--- src/rtl/flash_sample_reader_pkg.sv ---
// Shared types and helpers for the flash sample reader: FSM state encoding
// and lane-count arithmetic.
package flash_reader_pkg;

  typedef enum logic [1:0] {
    IDLE      = 2'd0,
    FETCH     = 2'd1,
    WAIT_DATA = 2'd2,
    EMIT      = 2'd3
  } state_t;

  function automatic int lane_count(input int data_w, input int sample_w);
    return data_w / sample_w;
  endfunction

  function automatic int lane_idx_w(input int n);
    return (n > 1) ? $clog2(n) : 1;
  endfunction

endpackage

--- src/rtl/flash_sample_reader_if.sv ---
// Avalon-MM read port between the sample reader (master) and the flash
// controller (slave).
interface flash_sample_reader_if #(
  parameter int ADDR_W = 23,
  parameter int DATA_W = 32
);
  // A read is accepted on the first rising edge where flash_mem_read=1 and
  // flash_mem_waitrequest=0; address and read hold steady until then.
  // flash_mem_readdatavalid later qualifies flash_mem_readdata for one cycle.
  logic [ADDR_W-1:0] flash_mem_address;
  logic              flash_mem_read;
  logic              flash_mem_waitrequest;
  logic [DATA_W-1:0] flash_mem_readdata;
  logic              flash_mem_readdatavalid;

  modport master (
    output flash_mem_address,
    output flash_mem_read,
    input  flash_mem_waitrequest,
    input  flash_mem_readdata,
    input  flash_mem_readdatavalid
  );

  modport slave (
    input  flash_mem_address,
    input  flash_mem_read,
    output flash_mem_waitrequest,
    output flash_mem_readdata,
    output flash_mem_readdatavalid
  );
endinterface

--- src/rtl/flash_word_fetch.sv ---
// Single-outstanding Avalon-MM word read: holds read/address through
// waitrequest, then forwards the returned word for exactly one cycle.
module flash_word_fetch #(
  parameter int ADDR_W = 23,
  parameter int DATA_W = 32
) (
  input  logic                clk,
  input  logic                rst,
  input  logic                i_req,
  input  logic [ADDR_W-1:0]   i_addr,
  flash_sample_reader_if.master bus,
  output logic                o_accept,
  output logic [DATA_W-1:0]   o_word,
  output logic                o_word_valid
);

  logic              r_read;
  logic              r_wait;
  logic [ADDR_W-1:0] r_addr;

  // r_wait is cleared by reset, so a readdatavalid belonging to an abandoned
  // read never reaches the consumer.
  always_ff @(posedge clk) begin
    if (rst) begin
      r_read <= 1'b0;
      r_wait <= 1'b0;
      r_addr <= '0;
    end else begin
      if (r_read) begin
        if (!bus.flash_mem_waitrequest) begin
          r_read <= 1'b0;
          r_wait <= 1'b1;
        end
      end else if (i_req && !r_wait) begin
        r_read <= 1'b1;
        r_addr <= i_addr;
      end
      if (r_wait && bus.flash_mem_readdatavalid) begin
        r_wait <= 1'b0;
      end
    end
  end

  assign bus.flash_mem_read    = r_read;
  assign bus.flash_mem_address = r_addr;
  assign o_accept              = r_read && !bus.flash_mem_waitrequest;
  assign o_word                = bus.flash_mem_readdata;
  assign o_word_valid          = r_wait && bus.flash_mem_readdatavalid;

endmodule

--- src/rtl/flash_sample_reader.sv ---
// Buffers one flash word and hands out SAMPLE_W-wide lanes one per request,
// stepping forward or backward through word addresses 0..END_ADDR.
module flash_sample_reader
  import flash_reader_pkg::*;
#(
  parameter int                ADDR_W   = 23,
  parameter int                DATA_W   = 32,
  parameter int                SAMPLE_W = 16,
  parameter logic [ADDR_W-1:0] END_ADDR = ADDR_W'(23'h7FFFF)
) (
  input  logic                  clk50M,
  input  logic                  reset,
  input  logic                  start_read_flag,
  input  logic                  direction,
  input  logic                  loop_en,
  input  logic                  restart,
  flash_sample_reader_if.master flash_if,
  output logic [SAMPLE_W-1:0]   sample_out,
  output logic                  sample_valid,
  output logic                  busy,
  output logic                  done,
  output state_t                o_dbg_state
);

  localparam int                N         = lane_count(DATA_W, SAMPLE_W);
  localparam int                LANE_W    = lane_idx_w(N);
  localparam logic [LANE_W-1:0] LAST_LANE = LANE_W'(N - 1);

  state_t              r_state;
  logic [ADDR_W-1:0]   r_addr;
  logic [LANE_W-1:0]   r_lane;
  logic [DATA_W-1:0]   r_buf;
  logic                r_buf_valid;
  logic [SAMPLE_W-1:0] r_sample;
  logic                r_sample_valid;
  logic                r_busy;
  logic                r_done;
  logic                r_dir;
  logic                r_rst_pend;
  logic                r_rst_dir;

  logic                w_fetch_req;
  logic                w_accept;
  logic [DATA_W-1:0]   w_word;
  logic                w_word_valid;
  logic [SAMPLE_W-1:0] w_lanes [N];
  logic                w_home_dir;
  logic [ADDR_W-1:0]   w_home_addr;
  logic [LANE_W-1:0]   w_home_lane;
  logic [ADDR_W-1:0]   w_adv_addr;
  logic [LANE_W-1:0]   w_adv_lane;
  logic                w_adv_keep;
  logic                w_adv_done;

  for (genvar k = 0; k < N; k++) begin : g_lane
    assign w_lanes[k] = r_buf[k*SAMPLE_W +: SAMPLE_W];
  end

  assign w_fetch_req = (r_state == IDLE) && !restart && start_read_flag &&
                       !r_done && !r_buf_valid;

  flash_word_fetch #(
    .ADDR_W (ADDR_W),
    .DATA_W (DATA_W)
  ) u_fetch (
    .clk          (clk50M),
    .rst          (reset),
    .i_req        (w_fetch_req),
    .i_addr       (r_addr),
    .bus          (flash_if),
    .o_accept     (w_accept),
    .o_word       (w_word),
    .o_word_valid (w_word_valid)
  );

  // A restart latched while busy keeps the direction seen at that moment.
  always_comb begin
    w_home_dir  = (r_state == EMIT && r_rst_pend) ? r_rst_dir : direction;
    w_home_addr = w_home_dir ? END_ADDR : '0;
    w_home_lane = w_home_dir ? LAST_LANE : '0;
  end

  // Next position after emitting; w_adv_keep says the buffered word still applies.
  always_comb begin
    w_adv_addr = r_addr;
    w_adv_lane = r_lane;
    w_adv_keep = 1'b1;
    w_adv_done = 1'b0;
    if (!r_dir) begin
      if (r_lane != LAST_LANE) begin
        w_adv_lane = r_lane + LANE_W'(1);
      end else begin
        w_adv_keep = 1'b0;
        if (r_addr != END_ADDR) begin
          w_adv_lane = '0;
          w_adv_addr = r_addr + ADDR_W'(1);
        end else if (loop_en) begin
          w_adv_lane = '0;
          w_adv_addr = '0;
        end else begin
          w_adv_done = 1'b1;
        end
      end
    end else begin
      if (r_lane != '0) begin
        w_adv_lane = r_lane - LANE_W'(1);
      end else begin
        w_adv_keep = 1'b0;
        if (r_addr != '0) begin
          w_adv_lane = LAST_LANE;
          w_adv_addr = r_addr - ADDR_W'(1);
        end else if (loop_en) begin
          w_adv_lane = LAST_LANE;
          w_adv_addr = END_ADDR;
        end else begin
          w_adv_done = 1'b1;
        end
      end
    end
  end

  always_ff @(posedge clk50M) begin
    if (reset) begin
      r_state        <= IDLE;
      r_addr         <= '0;
      r_lane         <= '0;
      r_buf          <= '0;
      r_buf_valid    <= 1'b0;
      r_sample       <= '0;
      r_sample_valid <= 1'b0;
      r_busy         <= 1'b0;
      r_done         <= 1'b0;
      r_dir          <= 1'b0;
      r_rst_pend     <= 1'b0;
      r_rst_dir      <= 1'b0;
    end else begin
      r_sample_valid <= 1'b0;
      case (r_state)
        IDLE: begin
          if (restart) begin
            r_addr      <= w_home_addr;
            r_lane      <= w_home_lane;
            r_buf_valid <= 1'b0;
            r_done      <= 1'b0;
          end else if (start_read_flag && !r_done) begin
            r_busy  <= 1'b1;
            r_dir   <= direction;
            r_state <= r_buf_valid ? EMIT : FETCH;
          end
        end
        FETCH: begin
          if (restart) begin
            r_rst_pend <= 1'b1;
            r_rst_dir  <= direction;
          end
          if (w_accept) begin
            r_state <= WAIT_DATA;
          end
        end
        WAIT_DATA: begin
          if (restart) begin
            r_rst_pend <= 1'b1;
            r_rst_dir  <= direction;
          end
          if (w_word_valid) begin
            r_buf       <= w_word;
            r_buf_valid <= 1'b1;
            r_state     <= EMIT;
          end
        end
        EMIT: begin
          r_sample       <= w_lanes[r_lane];
          r_sample_valid <= 1'b1;
          r_busy         <= 1'b0;
          r_rst_pend     <= 1'b0;
          r_state        <= IDLE;
          if (r_rst_pend || restart) begin
            r_addr      <= w_home_addr;
            r_lane      <= w_home_lane;
            r_buf_valid <= 1'b0;
            r_done      <= 1'b0;
          end else begin
            r_addr <= w_adv_addr;
            r_lane <= w_adv_lane;
            if (!w_adv_keep) r_buf_valid <= 1'b0;
            if (w_adv_done)  r_done      <= 1'b1;
          end
        end
        default: r_state <= IDLE;
      endcase
    end
  end

  assign sample_out   = r_sample;
  assign sample_valid = r_sample_valid;
  assign busy         = r_busy;
  assign done         = r_done;
  assign o_dbg_state  = r_state;

endmodule

--- src/flat_wrapper.sv ---
// flat-port wrapper written by rule: the top's interface ports become plain ports
module flash_sample_reader_flat import flash_reader_pkg::*;
#(
  parameter int                ADDR_W   = 23,
  parameter int                DATA_W   = 32,
  parameter int                SAMPLE_W = 16,
  parameter logic [ADDR_W-1:0] END_ADDR = ADDR_W'(23'h7FFFF)
)
  (clk50M, reset, start_read_flag, direction, loop_en, restart, sample_out, sample_valid, busy, done, o_dbg_state, flash_if_flash_mem_address, flash_if_flash_mem_read, flash_if_flash_mem_waitrequest, flash_if_flash_mem_readdata, flash_if_flash_mem_readdatavalid);
  flash_sample_reader_if #(.ADDR_W(ADDR_W), .DATA_W(DATA_W)) flash_if_i ();
  input  logic clk50M;
  input  logic reset;
  input  logic start_read_flag;
  input  logic direction;
  input  logic loop_en;
  input  logic restart;
  output logic [SAMPLE_W-1:0] sample_out;
  output logic sample_valid;
  output logic busy;
  output logic done;
  output state_t o_dbg_state;
  output wire logic [$bits(flash_if_i.flash_mem_address)-1:0] flash_if_flash_mem_address;
  output wire logic [$bits(flash_if_i.flash_mem_read)-1:0] flash_if_flash_mem_read;
  input wire logic [$bits(flash_if_i.flash_mem_waitrequest)-1:0] flash_if_flash_mem_waitrequest;
  input wire logic [$bits(flash_if_i.flash_mem_readdata)-1:0] flash_if_flash_mem_readdata;
  input wire logic [$bits(flash_if_i.flash_mem_readdatavalid)-1:0] flash_if_flash_mem_readdatavalid;
  assign flash_if_flash_mem_address = flash_if_i.flash_mem_address;
  assign flash_if_flash_mem_read = flash_if_i.flash_mem_read;
  assign flash_if_i.flash_mem_waitrequest = flash_if_flash_mem_waitrequest;
  assign flash_if_i.flash_mem_readdata = flash_if_flash_mem_readdata;
  assign flash_if_i.flash_mem_readdatavalid = flash_if_flash_mem_readdatavalid;
  flash_sample_reader #(.ADDR_W(ADDR_W), .DATA_W(DATA_W), .SAMPLE_W(SAMPLE_W), .END_ADDR(END_ADDR)) u_core (.clk50M(clk50M), .reset(reset), .start_read_flag(start_read_flag), .direction(direction), .loop_en(loop_en), .restart(restart), .flash_if(flash_if_i), .sample_out(sample_out), .sample_valid(sample_valid), .busy(busy), .done(done), .o_dbg_state(o_dbg_state));
endmodule
--- config.mk ---
export PLATFORM = sky130hd
export DESIGN_NAME = flash_sample_reader_flat
export DESIGN_NICKNAME = d
export VERILOG_FILES = /design/src/rtl/flash_sample_reader_pkg.sv /design/src/rtl/flash_sample_reader_if.sv /design/src/rtl/flash_word_fetch.sv /design/src/rtl/flash_sample_reader.sv /design/src/flat_wrapper.sv
export SDC_FILE = /design/constraint.sdc
export NUM_CORES = 1
export LEC_CHECK = 0
export ABC_AREA = 1
export CORE_MARGIN = 2
export CORE_UTILIZATION = 54
export CTS_BUF_LIST = sky130_fd_sc_hd__clkbuf_16
export CTS_CLUSTER_SIZE = 24
export DETAILED_ROUTE_END_ITERATION = 7
export PLACE_DENSITY_LB_ADDON = 0.1
export SETUP_SLACK_MARGIN = 0.4
export SKIP_CTS_REPAIR_TIMING = 1
export SLEW_MARGIN = 20
export SYNTH_ARGS = -nofsm -noshare
export SYNTH_HDL_FRONTEND = slang
export SYNTH_SLANG_ARGS = --single-unit
--- constraint.sdc ---
create_clock -name clk50M -period 5.4 [get_ports clk50M]
set_clock_uncertainty 0.1 [all_clocks]
set_input_delay 1.08 -clock clk50M [delete_from_list [all_inputs] [get_ports clk50M]]
set_output_delay 1.08 -clock clk50M [all_outputs]
set_load 0.05 [all_outputs]
==> impl_metrics.ini <==
[outcome]
status = complete, no violations

[layout]
nNetsFinal = 967
final_area_um2 = 6903
antenna-diode-count = 0
final_standard_cell_utilization_of_the_core_pct = 66.27
drive_gt1_share_pct = 6.284
instances_no_fill = 1059
synthToLayoutAreaGrowth_pct = 18.49
fillCellCount = 934

[detailed_routing]
post_drt_wl_per_cell_um = 17.26
wire_length_after_detailed_routing_mm = 18.28
vias = 6244
drt_drc_violations_left = 0
vias_per_cell = 5.896
postRouteAntennaNets = 0
drt_iter0_drc = 550
drt_pass1_iterations = 8

[floorplanning]
coreArea_um2 = 10420
core.rowCount = 37
height_of_the_die_um = 107.9
initial_core_util_pct = 55.93
die_area_um2 = 11630
io_pins = 85
fp.dieW_um = 107.9

[setup_path]
cpPeakStageDelay_ns = 0.83
timing_worst_setup_path_type = flip-flop to flip-flop
reg2reg_setup_slack_ns = 1.60
worstPathCellList = clkinv_1 -> ha_1 -> o21ai_1 -> nand3_1 -> nor2_2 -> nand3_1 -> a21oi_2
worst-path-max-fanout = 22
worst_ep_required_time_ns = 5.58
cp-start-kind = flip-flop
worstSetupEndpointType = flip-flop
critical_path_buf_inv_count = 1
worst_path_max_delay_cell = sky130_fd_sc_hd__nor2_2
path_delay_family = simple AND/OR/NAND/NOR gates
critPathMostFrequentCell = sky130_fd_sc_hd__nand3_1
worst-endpoint-arrival_ns = 3.99

[global_routing]
grt_pass1_wl_mm = 29.63
grt_antenna_before_repair = 0
pin_count_of_the_biggest_net_entering_global_routing = 59
overflow_left_after_global_routing = 0
grtUsageMet1_pct = 40.30
first_global_vias = 6038
global_route.peak_usage_layer = met2
met3_usage_pct = 6.356
grtUsageTotal_pct = 32.16
groute.layer.met2.usage_pct = 53.28

[flow_run]
max_cap_violations = 0

[clocking]
clock_tree.root_cell = sky130_fd_sc_hd__clkbuf_16
cts_num_sinks = 106
htree_depth = 3
tritoncts = built
clkSlewWorstSetupHoldPaths_ns = 0.08
clock_network_latency_to_the_later_pin_of_the_worst_skew_pair_ns = 0.36
numCtsBuffers = 9
clock_path_buffers = 2

[sta]
max_slew.worst_pin.slew_ns = 1.078
maxClockFrequency_mhz = 262.9
timing.setup.tns_ns = 0
period_minus_slack_ns = 3.804
final_hold_viol_count = 0
finalSetupViolations = 0
rsz_0062_raised_after_global_routing = false
maxSlewHeadroom_pct = 28.04
number_of_pins_exceeding_their_max_slew_limit_in_the_final_report = 0
period_utilization_pct = 70.45

[yosys]
synth_largest_type_area_fraction_pct = 36.43
yosys_register_bits = 106
netlist_area_um2 = 5826
syn_nets = 920
synth_area_per_cell_um2 = 6.688
synth_area_leaders = sky130_fd_sc_hd__dfxtp_1, sky130_fd_sc_hd__nand2_1, sky130_fd_sc_hd__a21oi_1
synth-seq-area-share_pct = 36.43
yosysUniqueCellTypes = 41
synth_largest_area_cell = sky130_fd_sc_hd__dfxtp_1
synthesis.instances = 871
number_of_warnings_issued_by_yosys = 0

[place]
detailed_place_hpwl_mm = 12.63
numPortBuffers = 84
total_placed_cells_including_tap_cells = 1043
gp_congestion = 0.9843
placedInstanceArea_um2 = 6601

[power_and_ir_drop]
power.density_nw_per_um2 = 475.4
vdd_ir_drop_max_mv = 0.3212
post-layout-total-power_mw = 3.282
power_leakage_nw = 2.575

[worst_hold_path]
hold_class = flip-flop to flip-flop
-- path summary, 6_finish.rpt --
check	from	endpoint	depth (start not counted)
setup / recovery	u_core.r_lane	u_core.r_addr[5]	7
hold / removal	u_core.r_buf[0]	u_core.r_buf[0]	2
hold reg to reg	u_core.r_buf[0]	u_core.r_buf[0]	2
setup reg to reg	u_core.r_lane	u_core.r_addr[5]	7
-- power by group --
group / switching, mW / internal, mW
Combinational: 1.06 / 0.452
Sequential: 0.175 / 0.908
Clock: 0.318 / 0.366
Total: 1.56 / 1.73
-- cell type report --
class / count / area [um2] / area share [%]
inverters: 56 / 210.2 / 3.045
multi-input cells: 654 / 3211 / 46.51
flip-flops and latches: 106 / 2122 / 30.74
clock buffers: 9 / 225.2 / 3.263
clock inverters: 7 / 76.32 / 1.106
repair buffers: 91 / 888.4 / 12.87
well taps: 136 / 170.2 / 2.465
-- layer usage --
metal / wire (um) / up-vias
li1: - / 3009
met1: 7381 / 2840
met2: 8583 / 341
met3: 1598 / 54
met4: 715 / 0
met5: 0 / -
-- stage by stage --
step	hold WS, ns	setup WS, ns
floorplan	0.3304	3.032
global placement	0.3465	1.682
CTS	0.3635	1.651
detailed placement	0.3523	1.500
global route	0.3812	1.361
finish	0.3632	1.596
-- layout by cell type, fill, tap and decap left out, types with 2 or more instances in the layout --
master and n:
sky130_fd_sc_hd__a21oi_1 125, sky130_fd_sc_hd__o21ai_0 64, sky130_fd_sc_hd__or2_2 3, sky130_fd_sc_hd__and2_1 2, sky130_fd_sc_hd__nand2_2 2, sky130_fd_sc_hd__nand2_1 196
sky130_fd_sc_hd__o211ai_1 4, sky130_fd_sc_hd__clkdlybuf4s50_1 83, sky130_fd_sc_hd__a31oi_1 3, sky130_fd_sc_hd__nand4_1 15, sky130_fd_sc_hd__clkbuf_16 9, sky130_fd_sc_hd__nand3_1 116
sky130_fd_sc_hd__nor2_2 8, sky130_fd_sc_hd__clkinv_1 3, sky130_fd_sc_hd__buf_4 7, sky130_fd_sc_hd__clkinv_2 3, sky130_fd_sc_hd__nor2_4 5, sky130_fd_sc_hd__nor2_1 71
sky130_fd_sc_hd__nor3_1 6, sky130_fd_sc_hd__xor2_1 7, sky130_fd_sc_hd__a21oi_2 4, sky130_fd_sc_hd__dfxtp_1 106, sky130_fd_sc_hd__ha_1 9, sky130_fd_sc_hd__inv_8 2
sky130_fd_sc_hd__inv_2 4, sky130_fd_sc_hd__inv_1 49, sky130_fd_sc_hd__nand3_2 2
-- worst reg2reg max path, cell delays in order (launching register included) --
cell	delay [ns]
sky130_fd_sc_hd__dfxtp_1	0.81
sky130_fd_sc_hd__clkinv_1	0.72
sky130_fd_sc_hd__ha_1	0.43
sky130_fd_sc_hd__o21ai_1	0.27
sky130_fd_sc_hd__nand3_1	0.13
sky130_fd_sc_hd__nor2_2	0.83
sky130_fd_sc_hd__nand3_1	0.24
sky130_fd_sc_hd__a21oi_2	0.20
-- sequential cells by signal (all words and copies together) (netlist names), 2 cells and up --
name and cells:
u_core.o_dbg_state 2, u_core.r_buf 32, u_core.sample_out 16, u_core.r_addr 23, u_core.u_fetch.bus.flash_mem_address 23
-- synthesized netlist by cell type --
cell and n:
sky130_fd_sc_hd__a21oi_1 125, sky130_fd_sc_hd__a21oi_2 4, sky130_fd_sc_hd__a221oi_1 1, sky130_fd_sc_hd__a31oi_1 3
sky130_fd_sc_hd__and2_1 2, sky130_fd_sc_hd__and3_1 1, sky130_fd_sc_hd__buf_1 2, sky130_fd_sc_hd__buf_2 12
sky130_fd_sc_hd__buf_4 2, sky130_fd_sc_hd__buf_6 4, sky130_fd_sc_hd__buf_8 2, sky130_fd_sc_hd__clkbuf_1 32
sky130_fd_sc_hd__clkbuf_2 1, sky130_fd_sc_hd__clkinv_1 3, sky130_fd_sc_hd__dfxtp_1 106, sky130_fd_sc_hd__ha_1 9
sky130_fd_sc_hd__inv_1 49, sky130_fd_sc_hd__inv_2 4, sky130_fd_sc_hd__nand2_1 196, sky130_fd_sc_hd__nand2_2 2
sky130_fd_sc_hd__nand2_4 1, sky130_fd_sc_hd__nand3_1 116, sky130_fd_sc_hd__nand3_2 2, sky130_fd_sc_hd__nand4_1 15
sky130_fd_sc_hd__nand4_2 1, sky130_fd_sc_hd__nand4_4 1, sky130_fd_sc_hd__nor2_1 71, sky130_fd_sc_hd__nor2_2 8
sky130_fd_sc_hd__nor2_4 5, sky130_fd_sc_hd__nor3_1 6, sky130_fd_sc_hd__nor3_2 1, sky130_fd_sc_hd__nor4_4 1
sky130_fd_sc_hd__o2111ai_1 1, sky130_fd_sc_hd__o211ai_1 4, sky130_fd_sc_hd__o21ai_0 64, sky130_fd_sc_hd__o21ai_1 1
sky130_fd_sc_hd__o21ai_2 1, sky130_fd_sc_hd__o31ai_1 1, sky130_fd_sc_hd__or2_2 3, sky130_fd_sc_hd__xnor2_1 1
sky130_fd_sc_hd__xor2_1 7
-- logic make-up (layout without fill, tap and decap cells) --
logic type / Yosys count / count (layout) / synth area share [%]
AO/OA/AOI/OAI: 205 / 205 / 18.34
adder cells (fa/ha/maj): 9 / 9 / 1.933
buffers and inverters: 111 / 163 / 8.462
AND/OR/NAND/NOR: 432 / 432 / 33.63
XOR/XNOR: 8 / 8 / 1.203
flip-flops: 106 / 106 / 36.43
Note: power is estimated with default switching activity, not from simulation.
